$ cat src/rtl/pipe_ctrl_pkg.sv
// Shared constants for the pipeline interrupt controller.
// FSM encoding, vector stride and cause width.
package pipe_ctrl_pkg;

  localparam int unsigned StateW = 2;

  localparam logic [StateW-1:0] StRun    = 2'd0;
  localparam logic [StateW-1:0] StDrain  = 2'd1;
  localparam logic [StateW-1:0] StVector = 2'd2;

  // Byte distance between consecutive interrupt vectors.
  localparam int unsigned VecStride = 4;

  // Width of the cause field (index of the accepted line).
  localparam int unsigned CauseW = 3;

endpackage

$ cat src/rtl/irq_prio_enc.sv
// Fixed-priority encoder: lowest set bit of the request vector wins.
module irq_prio_enc
  import pipe_ctrl_pkg::*;
#(
  parameter int unsigned NUM_IRQ = 4
) (
  input  logic [NUM_IRQ-1:0] i_req,
  output logic               o_valid,
  output logic [CauseW-1:0]  o_idx
);

  // Scan from the top down so the lowest pending index is the last one written.
  always_comb begin
    o_valid = 1'b0;
    o_idx   = '0;
    for (int i = NUM_IRQ - 1; i >= 0; i--) begin
      if (i_req[i]) begin
        o_valid = 1'b1;
        o_idx   = CauseW'(i);
      end
    end
  end

endmodule

$ cat src/rtl/pipe_ctrl_irq.sv
// Pipeline control with interrupt entry/exit for a 5-stage pipe.
// Accepts a masked level IRQ, drains EXE/MEM/WB, redirects to the vector,
// and returns on ERET. Optional single-step debug under DEBUG_STEP_EN.
module pipe_ctrl_irq
  import pipe_ctrl_pkg::*;
#(
  parameter int unsigned           NUM_IRQ      = 4,
  parameter int unsigned           ADDR_W       = 32,
  parameter logic [ADDR_W-1:0]     VEC_BASE     = ADDR_W'(32'h0000_0100),
  parameter int unsigned           DRAIN_CYCLES = 3
) (
  input  logic               clk,
  input  logic               rst,
  input  logic [NUM_IRQ-1:0] irq,
  input  logic [NUM_IRQ-1:0] irq_mask,
  input  logic               id_valid,
  input  logic [ADDR_W-1:0]  pc_id,
  input  logic               load_use,
  input  logic               eret_id,
`ifdef DEBUG_STEP_EN
  input  logic               debug_en,
  input  logic               debug_step,
`endif
  output logic               if_rst,
  output logic               if_en,
  output logic               id_rst,
  output logic               id_en,
  output logic               exe_rst,
  output logic               exe_en,
  output logic               mem_rst,
  output logic               mem_en,
  output logic               wb_rst,
  output logic               wb_en,
  output logic               pc_redirect,
  output logic [ADDR_W-1:0]  pc_redirect_addr,
  output logic [ADDR_W-1:0]  epc,
  output logic [CauseW-1:0]  cause,
  output logic               in_isr
);

  localparam logic [2:0] DrainLast = 3'(DRAIN_CYCLES - 1);

  logic [StateW-1:0] r_state;
  logic [2:0]        r_cnt;
  logic [ADDR_W-1:0] r_epc;
  logic [CauseW-1:0] r_cause;
  logic              r_in_isr;

  logic              w_irq_valid;
  logic [CauseW-1:0] w_irq_idx;
  logic              w_accept;
  logic              w_eret;
  logic              w_adv;
  logic [ADDR_W-1:0] w_vec_addr;

  irq_prio_enc #(
    .NUM_IRQ (NUM_IRQ)
  ) u_prio_enc (
    .i_req   (irq & irq_mask),
    .o_valid (w_irq_valid),
    .o_idx   (w_irq_idx)
  );

`ifdef DEBUG_STEP_EN
  logic r_debug_step_prev;

  // Remember last step level to detect its rising edge.
  always_ff @(posedge clk) begin
    if (rst) r_debug_step_prev <= 1'b0;
    else     r_debug_step_prev <= debug_step;
  end

  assign w_adv = !debug_en || (debug_step && !r_debug_step_prev);
`else
  assign w_adv = 1'b1;
`endif

  assign w_accept   = (r_state == StRun) && !r_in_isr && id_valid && w_irq_valid;
  assign w_eret     = (r_state == StRun) && r_in_isr && eret_id && id_valid && !load_use;
  // Sum wraps naturally at ADDR_W bits.
  assign w_vec_addr = VEC_BASE + (ADDR_W'(r_cause) * ADDR_W'(VecStride));

  // Stage enables/resets and PC redirect decoded from state and hazards.
  always_comb begin
    if_en            = 1'b1;
    id_en            = 1'b1;
    exe_en           = 1'b1;
    mem_en           = 1'b1;
    wb_en            = 1'b1;
    if_rst           = 1'b0;
    id_rst           = 1'b0;
    exe_rst          = 1'b0;
    mem_rst          = 1'b0;
    wb_rst           = 1'b0;
    pc_redirect      = 1'b0;
    pc_redirect_addr = '0;
    if (rst) begin
      if_rst  = 1'b1;
      id_rst  = 1'b1;
      exe_rst = 1'b1;
      mem_rst = 1'b1;
      wb_rst  = 1'b1;
    end else if (!w_adv) begin
      // Debug suspend: whole pipe holds, no redirect while frozen.
      if_en  = 1'b0;
      id_en  = 1'b0;
      exe_en = 1'b0;
      mem_en = 1'b0;
      wb_en  = 1'b0;
    end else begin
      case (r_state)
        StRun: begin
          if (w_accept) begin
            // Accept beats load-use: squash ID instead of stalling it.
            id_rst = 1'b1;
            if_en  = 1'b0;
          end else if (w_eret) begin
            pc_redirect      = 1'b1;
            pc_redirect_addr = r_epc;
            id_rst           = 1'b1;
          end else if (load_use) begin
            if_en   = 1'b0;
            id_en   = 1'b0;
            exe_rst = 1'b1;
          end
        end
        StDrain: begin
          if_en  = 1'b0;
          id_rst = 1'b1;
        end
        StVector: begin
          pc_redirect      = 1'b1;
          pc_redirect_addr = w_vec_addr;
          id_rst           = 1'b1;
        end
        default: ;
      endcase
    end
  end

  // FSM, drain counter and saved interrupt context.
  always_ff @(posedge clk) begin
    if (rst) begin
      r_state  <= StRun;
      r_cnt    <= '0;
      r_epc    <= '0;
      r_cause  <= '0;
      r_in_isr <= 1'b0;
    end else if (w_adv) begin
      case (r_state)
        StRun: begin
          if (w_accept) begin
            r_epc   <= pc_id;
            r_cause <= w_irq_idx;
            r_cnt   <= '0;
            r_state <= StDrain;
          end else if (w_eret) begin
            r_in_isr <= 1'b0;
          end
        end
        StDrain: begin
          if (r_cnt == DrainLast) begin
            r_cnt   <= '0;
            r_state <= StVector;
          end else begin
            r_cnt <= r_cnt + 3'd1;
          end
        end
        StVector: begin
          r_in_isr <= 1'b1;
          r_state  <= StRun;
        end
        default: r_state <= StRun;
      endcase
    end
  end

  assign epc    = r_epc;
  assign cause  = r_cause;
  assign in_isr = r_in_isr;

endmodule

$ cat config.mk
export PLATFORM = sky130hd
export DESIGN_NAME = pipe_ctrl_irq
export DESIGN_NICKNAME = d
export VERILOG_FILES = /design/src/rtl/pipe_ctrl_pkg.sv /design/src/rtl/irq_prio_enc.sv /design/src/rtl/pipe_ctrl_irq.sv
export SDC_FILE = /design/constraint.sdc
export NUM_CORES = 1
export LEC_CHECK = 0
export CORE_ASPECT_RATIO = 1.5
export CORE_MARGIN = 1.5
export CORE_UTILIZATION = 42
export DETAILED_ROUTE_END_ITERATION = 10
export PLACE_DENSITY = 0.95
export SKIP_CTS_REPAIR_TIMING = 1
export SLEW_MARGIN = 10
export SYNTH_ARGS = -nofsm -noshare
export SYNTH_HDL_FRONTEND = slang
export SYNTH_SLANG_ARGS = --single-unit
$ cat constraint.sdc
create_clock -name clk -period 3.3 [get_ports clk]
set_input_delay 0.33 -clock clk [delete_from_list [all_inputs] [get_ports clk]]
set_output_delay 0.33 -clock clk [all_outputs]
set_load 0.01 [all_outputs]
==> results.yml <==
power:
  post-layout-total-power_mw: 1.77
  power.leakage_nw: 1.30
  worst_ir_drop_vdd_uv: 300
  pwr_density_cell_mw_per_mm2: 516
final_layout:
  layout-drive-gt1-share_pct: 22.0
  layout-area-overhead-vs-synth_pct: 55.1
  final_nets: 412
  post_route_design_area_sq_mm: 0.00344
  n_antenna_cell: 0
  fin_util_pct: 67.1
floorplanning:
  die_y_microns: 92.0
  initial_core_util_pct: 43.2
  fp.dieArea_sq_mm: 0.00573
  floorplan.rows: 32
  design.portCount: 124
  design.core.area_sq_mm: 0.00512
  die_width_microns: 62.3
setup_path:
  setup.reg_to_reg.worst_slack_ps: 1060
  worstSetupEndpointType: "primary output"
  crit_required_ps: 2970
  critPathArrivalTime_ps: 2630
  criticalPathCategory: "register to primary output"
  critical_path.startpoint_type: "register"
  timing.critical_path.fanout_max: 12
clock_network:
  clock_tree.htree_level_count: 2
  ctsRootBufferMaster: "clkbuf_8"
  cts_max_path_buffers: 2
  tritoncts_clock_tree: "built"
  clock_latency_ps: 290
  cts.sink_count: 40
  cts_buffers: 5
  clkTransAtPathRegs_ps: 80
timing:
  timing.max_slew.rel_slack_pct: 38.0
  rsz0062_at_grt: "false"
  fin_setup_tns_ps: 0
  worstMarginPinSlew_ps: 929
  report.final.slew_viol_count: 0
  post-route-min-period_ps: 2960
  final-setup-viol-count: 0
  skew_ps: 3.49
  post-route-period-util_pct: 89.7
  final_hold_viol_count: 0
  whs_ps: 473
  fmax_mhz: 338
route:
  via_count: 2164
  drt-pass1-iter-count: 4
  dr.first_iter.drc_count: 96
  route.top_layer_used: "met4"
  detail-route-antenna-nets: 0
  wirelength_met1_mm: 2.49
  drc: 0
  route.detailed.vias_per_inst: 5.02
  met2_length_mm: 3.50
  routed_wirelength_mm: 6.42
  post_drt_wl_per_cell_microns: 14.9
  dr_wl_met3_microns: 269
grt:
  grt_antenna_before_repair: 0
  grt_max_degree: 47
  grt-ovfl-total: 0
  via_count_of_the_first_global_routing_pass: 2129
  grt_pass1_wl_mm: 10.3
  global_route.usage.total_pct: 22.4
synth:
  synthDistinctLibCells: 45
  postSynth.asyncResetShare_pct: 0
  ys_ff_latch: 40
  ys.warnings.count: 0
  synth_flop_cell: "dfxtp_1"
  synth_seq_area_share_pct: 36.1
  synth_edf_count: 0
  gate_count_of_the_mapped_netlist: 254
  syn_area_sq_mm: 0.00222
  syn_area_per_cell_sq_um: 8.72
placement:
  gpl.final_weighted_congestion: 0.795
  detailed_place.area_sq_mm: 0.00334
  hpwl_mm: 4.76
  buffer_ports.inserted: 119
job:
  cap_violations: 0
hold_path:
  hold_class: "register to register"
run_status:
  run_status: "completed"
-- path summary, 6_finish.rpt --
kind | start | end | cells past startpoint
worst min register to register | epc[6] | epc[6] | 2
worst max-delay path | r_state[0] | id_rst | 8
worst min-delay path | epc[6] | epc[6] | 2
worst max register to register | r_state[0] | epc[22] | 7
-- worst max-delay path: stages (launching register included) --
cell and delay (ps):
dfxtp_1 350, inv_1 120, ha_1 310, nand4_1 170, nor2_2 370, buf_4 250, nor3_1 60, o21ai_1 130
clkdlybuf4s50_1 560
-- registers in the layout, indices dropped and copies added, names as in the netlist --
name	flops
epc	32
in_isr	1
r_state	2
r_cnt	3
cause	2
-- kinds of logic after synthesis --
logic type / share of synthesized area, %
compound gates: 23.1
fa+ha+maj: 2.82
buf+inv: 9.37
flops: 36.1
mux: 0.452
other cells: 0.339
simple gates: 27.8
-- cell type report --
class / count / area (sq um)
Multi-Input combinational cell: 186 / 1220
Inverter: 5 / 18.8
Fill cell: 450 / 1690
Clock inverter: 2 / 10.0
Tap cell: 68 / 85.1
Clock buffer: 6 / 82.6
Timing Repair Buffer: 124 / 1220
Sequential cell: 40 / 801
-- through the flow --
stage / cells / setup slack (ps)
6_report: 431 / 339
3_3_place_gp: 423 / 658
5_1_grt: 431 / 193
4_1_cts: 431 / 335
2_1_floorplan: 256 / 1440
3_5_place_dp: 423 / 610
-- Yosys cell counts, types with 2 or more instances --
master     n  area (sq um)
a22oi_1    3          22.5
ha_1       5          62.6
nor2_2     2          12.5
o31ai_1    2          15.0
clkbuf_1   7          26.3
a32o_1     2          20.0
nor3_1     2          10.0
and3_1    29           181
nand2_1   41           154
inv_1      5          18.8
conb_1     2          7.51
nor2_1     7          26.3
buf_4      7          52.6
a21oi_1    6          30.0
a21oi_2   29           254
buf_6      2          22.5
buf_2      5          25.0
dfxtp_1   40           801
a31oi_1    2          12.5
nand2_2   29           181
o21ai_0    2          10.0
buf_12     2          40.0
-- metal layers --
metal / vias to the layer above / global-route usage, %
met3: 14 / 4.17
met1: 1013 / 23.6
met2: 70 / 43.2
met4: 0 / 8.70
li1: 1067 / -
met5: - / 0
-- power breakdown --
part	switching, mW	total (mW)	internal [mW]
logic	0.430	0.802	0.373
clock network	0.168	0.335	0.167
registers	0.0693	0.635	0.566
total	0.667	1.77	1.11
-- layout by cell type, fill, tap and decap left out, drive strengths merged, types with 3 or more instances in the layout --
| cell | instances |
|---|---|
| nand2 | 70 |
| a22oi | 3 |
| a21oi | 35 |
| o31ai | 3 |
| o21ai | 4 |
| clkdlybuf4s50 | 118 |
| clkbuf | 6 |
| and3 | 29 |
| nor2 | 9 |
| dfxtp | 40 |
| ha | 5 |
| inv | 5 |
| conb | 4 |
| buf | 6 |
Note: power is estimated with default switching activity, not from simulation.
